==> src/rtl/term_tile_cfg.sv <==
// North-edge termination tile: loops N_IN back to S_OUT with a per-channel mode
// (tie-low/pass/registered/stretch) from config frames. Optional macro: TERM_EMULATION_EN.
module term_tile_cfg #(
    parameter int MaxFramesPerCol = 20,
    parameter int FrameBitsPerRow = 32,
    parameter int NUM_CH          = 16,
    parameter int STRETCH         = 3,
    parameter logic [((2*NUM_CH+FrameBitsPerRow-1)/FrameBitsPerRow)*FrameBitsPerRow-1:0]
                  Emulate_Bitstream = '0
) (
    input  logic                       UserCLK,
    input  logic                       UserRSTn,
    input  logic [NUM_CH-1:0]          N_IN,
    output logic [NUM_CH-1:0]          S_OUT,
    input  logic [FrameBitsPerRow-1:0] FrameData,
    input  logic [MaxFramesPerCol-1:0] FrameStrobe,
    output logic [FrameBitsPerRow-1:0] FrameData_O,
    output logic [MaxFramesPerCol-1:0] FrameStrobe_O,
    output logic                       UserCLKo
);

    localparam int NUM_FRAMES = (2*NUM_CH + FrameBitsPerRow - 1) / FrameBitsPerRow;
    localparam int FLAT_W     = NUM_FRAMES * FrameBitsPerRow;
    localparam int CNT_W      = $clog2(STRETCH + 1);
    localparam logic [CNT_W-1:0] STRETCH_VAL = CNT_W'(STRETCH);
    localparam logic [CNT_W-1:0] CNT_ONE     = CNT_W'(1);

    localparam logic [1:0] MODE_TIE  = 2'b00;
    localparam logic [1:0] MODE_PASS = 2'b01;
    localparam logic [1:0] MODE_REG  = 2'b10;
    localparam logic [1:0] MODE_STR  = 2'b11;

    generate
        if (NUM_FRAMES > MaxFramesPerCol) begin : g_bad_frames
            $error("term_tile_cfg: NUM_FRAMES exceeds MaxFramesPerCol");
        end
        if (STRETCH < 1 || STRETCH > 255) begin : g_bad_stretch
            $error("term_tile_cfg: STRETCH must be in 1..255");
        end
    endgenerate

    // Pure feed-through of the configuration chain and clock; never reset.
    assign FrameData_O   = FrameData;
    assign FrameStrobe_O = FrameStrobe;
    assign UserCLKo      = UserCLK;

    logic [FLAT_W-1:0] cfg_flat;

`ifdef TERM_EMULATION_EN
    assign cfg_flat = Emulate_Bitstream;
`else
    logic [FrameBitsPerRow-1:0] cfg_frame_reg [NUM_FRAMES];

    for (genvar gi = 0; gi < NUM_FRAMES; gi++) begin : g_frame
        always_ff @(posedge UserCLK or negedge UserRSTn) begin
            if (!UserRSTn) begin
                cfg_frame_reg[gi] <= '0;
            end else if (FrameStrobe[gi]) begin
                cfg_frame_reg[gi] <= FrameData;
            end
        end
        assign cfg_flat[gi*FrameBitsPerRow +: FrameBitsPerRow] = cfg_frame_reg[gi];
    end

    logic unused_emu;
    assign unused_emu = ^Emulate_Bitstream;
`endif

    // Padding bits of the last frame carry no channel mode.
    generate
        if (FLAT_W > 2*NUM_CH) begin : g_pad
            logic unused_cfg_pad;
            assign unused_cfg_pad = ^cfg_flat[FLAT_W-1:2*NUM_CH];
        end
    endgenerate

    for (genvar gi = 0; gi < NUM_CH; gi++) begin : g_ch
        logic [1:0]       mode;
        logic             q_reg;
        logic [CNT_W-1:0] cnt_reg;
        logic [CNT_W-1:0] cnt_next;

        assign mode = cfg_flat[2*gi +: 2];

        // q samples every cycle so entering registered mode shows live data.
        always_ff @(posedge UserCLK or negedge UserRSTn) begin
            if (!UserRSTn) begin
                q_reg <= 1'b0;
            end else begin
                q_reg <= N_IN[gi];
            end
        end

        always_comb begin
            cnt_next = cnt_reg;
            if (mode != MODE_STR) begin
                cnt_next = '0;
            end else if (N_IN[gi]) begin
                cnt_next = STRETCH_VAL;
            end else if (cnt_reg != '0) begin
                cnt_next = cnt_reg - CNT_ONE;
            end
        end

        always_ff @(posedge UserCLK or negedge UserRSTn) begin
            if (!UserRSTn) begin
                cnt_reg <= '0;
            end else begin
                cnt_reg <= cnt_next;
            end
        end

        always_comb begin
            S_OUT[gi] = 1'b0;
            case (mode)
                MODE_TIE:  S_OUT[gi] = 1'b0;
                MODE_PASS: S_OUT[gi] = N_IN[gi];
                MODE_REG:  S_OUT[gi] = q_reg;
                MODE_STR:  S_OUT[gi] = N_IN[gi] | (cnt_reg != '0);
                default:   S_OUT[gi] = 1'b0;
            endcase
        end
    end

endmodule

==> config.mk <==
export PLATFORM = sky130hd
export DESIGN_NAME = term_tile_cfg
export DESIGN_NICKNAME = d
export VERILOG_FILES = /design/src/rtl/term_tile_cfg.sv
export SDC_FILE = /design/constraint.sdc
export NUM_CORES = 1
export LEC_CHECK = 0
export CAP_MARGIN = 10
export CORE_MARGIN = 5
export CORE_UTILIZATION = 40
export CTS_CLUSTER_SIZE = 40
export DETAILED_ROUTE_END_ITERATION = 8
export GPL_ROUTABILITY_DRIVEN = 0
export HOLD_SLACK_MARGIN = 0.12
export MAX_ROUTING_LAYER = met4
export PLACE_DENSITY = 0.74
export SLEW_MARGIN = 20
export SYNTH_ARGS = -nofsm -noshare
export SYNTH_HDL_FRONTEND = slang
export SYNTH_SLANG_ARGS = --single-unit
==> constraint.sdc <==
create_clock -name UserCLK -period 1.19 [get_ports UserCLK]
set_clock_uncertainty 0.1 [all_clocks]
set_input_delay 0.238 -clock UserCLK [delete_from_list [all_inputs] [get_ports UserCLK]]
set_output_delay 0.238 -clock UserCLK [all_outputs]
set_load 0.005 [all_outputs]
==> results.json <==
{
  "synth_top_area_cell": "dfrtp_1",
  "slew-limit-headroom": 0.821,
  "cap_violations": 0,
  "p_per_area_nw_per_um2": 1230,
  "max_freq_mhz": 555,
  "synth_commonest_cells": "dfrtp_1 (80), nor2_1 (61), buf_4 (53)",
  "dieArea_um2": 12500,
  "place_inst": 675,
  "antenna_cells": 0,
  "p_int_mw": 5.94,
  "drtIter0Drc": 110,
  "path_buf_inv": 2,
  "criticalPathCategory": "reg2out",
  "m1WireLength_um": 3790,
  "synth_area_leaders": "dfrtp_1 (48%), mux2_4 (11%), buf_4 (9.6%)",
  "ys_ff_latch": 80,
  "ys.warnings.count": 0,
  "syn-num-nets": 470,
  "crit_fanout": 2,
  "drc": 0,
  "violations": "negative setup slack",
  "antenna_left": 0,
  "routed_wl_um": 10100,
  "syn_avg_cell_area_um2": 10.8,
  "min_path_cells": 3,
  "routed_via_density": 4.53,
  "met2WireLength_um": 5560,
  "ioPinCount": 139,
  "syn-cell-area_um2": 4160,
  "rsz0062_at_grt": "yes",
  "via_count": 3341,
  "synth_edf_count": 0,
  "ys_seq_area_frac": 0.481,
  "stdcell_count": 737,
  "switching_share": 0.275,
  "worst_pin_slew_ns": 0.269,
  "die_w_um": 112,
  "slowest_delay_ns": 0.39,
  "first_pass_iters": 4,
  "cp.arrival_ns": 1.46,
  "antenna_found_initial": 0,
  "grt_pass1_vias": 3655,
  "finalSetupViolCount": 28,
  "area_growth_pct": 60.2,
  "insertion_delay_ns": 0.44,
  "die_y_um": 112,
  "coreArea_um2": 10200,
  "worstPathCellList": "inv_2 -> ha_4 -> nor2b_2 -> o21ai_1 -> o21ai_1 -> buf_2",
  "grt_max_degree": 46,
  "comb_power_share": 0.336,
  "wl_per_cell_um": 13.6,
  "start_util": 0.407,
  "hpwl_um": 6750,
  "grt_pass1_wl_um": 16100,
  "p_leak_nw": 3.35,
  "fill_cells": 804,
  "ir_drop_v": 0.000719,
  "hold_viol": 0,
  "top_layer_used": "met4",
  "crit_family": "flip-flops",
  "worst_slack_ns": -0.612,
  "place_worst_setup_slack_ns": -0.592,
  "slew_violations": 0,
  "port_buffers": 100,
  "min_period_ns": 1.80,
  "met3_length_um": 522,
  "clk_pin_slew_ns": 0.08,
  "synthCells": 384,
  "overflow": 0,
  "netlist.area_leader.share": 0.481,
  "pwr-share-seq": 0.385,
  "critical_path_cell_count": 6,
  "worst_ep_required_time_ns": 0.85,
  "crit_top_cell": "o21ai_1",
  "rows": 37,
  "nets": 682,
  "grt_usage": 0.163,
  "outcome": "complete, but fails checks",
  "post-route-period-util": 1.51,
  "hp-class": "in2reg",
  "drive_above_1_share": 0.559,
  "cts_tree": "yes",
  "cp-start-kind": "flop",
  "synth_most_common_cell": "dfrtp_1",
  "p_sw_mw": 2.25,
  "ys.flop_type": "dfrtp_1",
  "async_flop_share": 1.00,
  "r2r_cells": 6,
  "synth_cell_type_count": 18,
  "cpMaxStageDelayCell": "dfrtp_1",
  "clkPwrFrac": 0.278,
  "cp-end-kind": "primary output"
}
[cell usage in the layout (no fill, tap or decap), types with 2 or more instances in the layout]
| master | instances |
|---|---|
| nor2_2 | 12 |
| inv_2 | 32 |
| o21ai_1 | 18 |
| xnor2_1 | 5 |
| buf_2 | 38 |
| clkdlybuf4s15_2 | 11 |
| dlymetal6s2s_1 | 15 |
| clkdlybuf4s50_1 | 20 |
| clkbuf_8 | 13 |
| dfrtp_1 | 79 |
| inv_1 | 3 |
| buf_6 | 15 |
| dlygate4sd2_1 | 14 |
| dlygate4sd3_1 | 18 |
| nor2b_4 | 2 |
| a211oi_2 | 12 |
| buf_12 | 3 |
| xnor2_2 | 11 |
| mux2i_1 | 6 |
| clkbuf_1 | 2 |
| a22o_1 | 6 |
| a21oi_2 | 3 |
| nand2_1 | 26 |
| mux2_2 | 2 |
| clkinv_2 | 2 |
| ha_4 | 16 |
| nor2b_1 | 4 |
| nor2_1 | 48 |
| mux2_4 | 30 |
| buf_4 | 122 |
| o21ai_2 | 2 |
| nor2b_2 | 4 |
| o21ba_2 | 3 |
[path summary, 6_finish.rpt]
check                      slack [ns]                  to           startpoint
max in group asynchronous        0.54  g_ch[4].cnt_reg[0]             UserRSTn
min reg2reg                      0.47  g_ch[5].cnt_reg[1]   g_ch[5].cnt_reg[1]
min                              0.16         cfg_flat[5]         FrameData[5]
max                             -0.61           S_OUT[14]  g_ch[14].cnt_reg[0]
min in group asynchronous        0.21       g_ch[6].q_reg             UserRSTn
max reg2reg                     -0.04  g_ch[4].cnt_reg[1]   g_ch[4].cnt_reg[1]
[area by class of cell]
type	count	area (µm²)	area share
Timing Repair Buffer	255	2140	0.321
Inverter	35	131	0.0197
Sequential cell	80	2000	0.301
Multi-Input combinational cell	212	1980	0.297
Clock inverter	3	40.0	0.00601
Clock buffer	16	198	0.0297
Tap cell	136	170	0.0255
[cell families after synthesis]
logic type / count (synthesis) / share of synthesized area
and+or+nand+nor: 97 / 0.0935
buffers and inverters: 92 / 0.144
DFF: 80 / 0.481
AOI/OAI and AO/OA: 45 / 0.0710
muxes: 38 / 0.128
xor gates and xnor gates: 16 / 0.0337
adders and majority gates: 16 / 0.0481
[worst reg2reg max path, cell delays in order, from the launching register on]
cell and delay, ns:
dfrtp_1 0.40, inv_2 0.07, ha_4 0.14, buf_6 0.11
nor2_2 0.04, a211oi_2 0.16, nor2_1 0.08
[per-layer routing]
layer / vias up / GRT usage
met3: 15 / 0.0467
met5: - / -
met1: 1629 / 0.163
li1: 1617 / -
met4: 0 / 0.0793
met2: 80 / 0.291
[what timing repair did]
item,in CTS,in global routing
hold buffers,3,15
resized for setup,272,55
pin swaps,33,50
setup buffers,16,18
setup endpoints to repair,70,61
hold endpoints to repair,82,15
[per-stage QoR]
stage               hold WS, ns  power [mW]  instance area (µm²)  TNS (ns)   util
floorplan                -0.158        4.46                 4350  -0.00705      -
global placement          0.128        5.43                 5920    -24.06  0.579
detailed placement        0.132        5.55                 5920    -25.18  0.579
CTS                       0.140        7.95                 6230     -9.38  0.609
global route              0.151        8.68                 6660    -12.07  0.651
finish                    0.164        8.19                 6660     -9.13  0.651
[power by group through the flow]
stage                     clock, mW  combinational, mW  sequential [mW]
after floorplan              0.0545               1.24             3.16
after global placement       0.0708               2.19             3.16
after detailed placement     0.0708               2.30             3.18
after CTS                      2.35               2.45             3.15
after global routing           2.48               3.02             3.19
final                          2.28               2.76             3.16
Note: power is estimated with default switching activity, not from simulation.
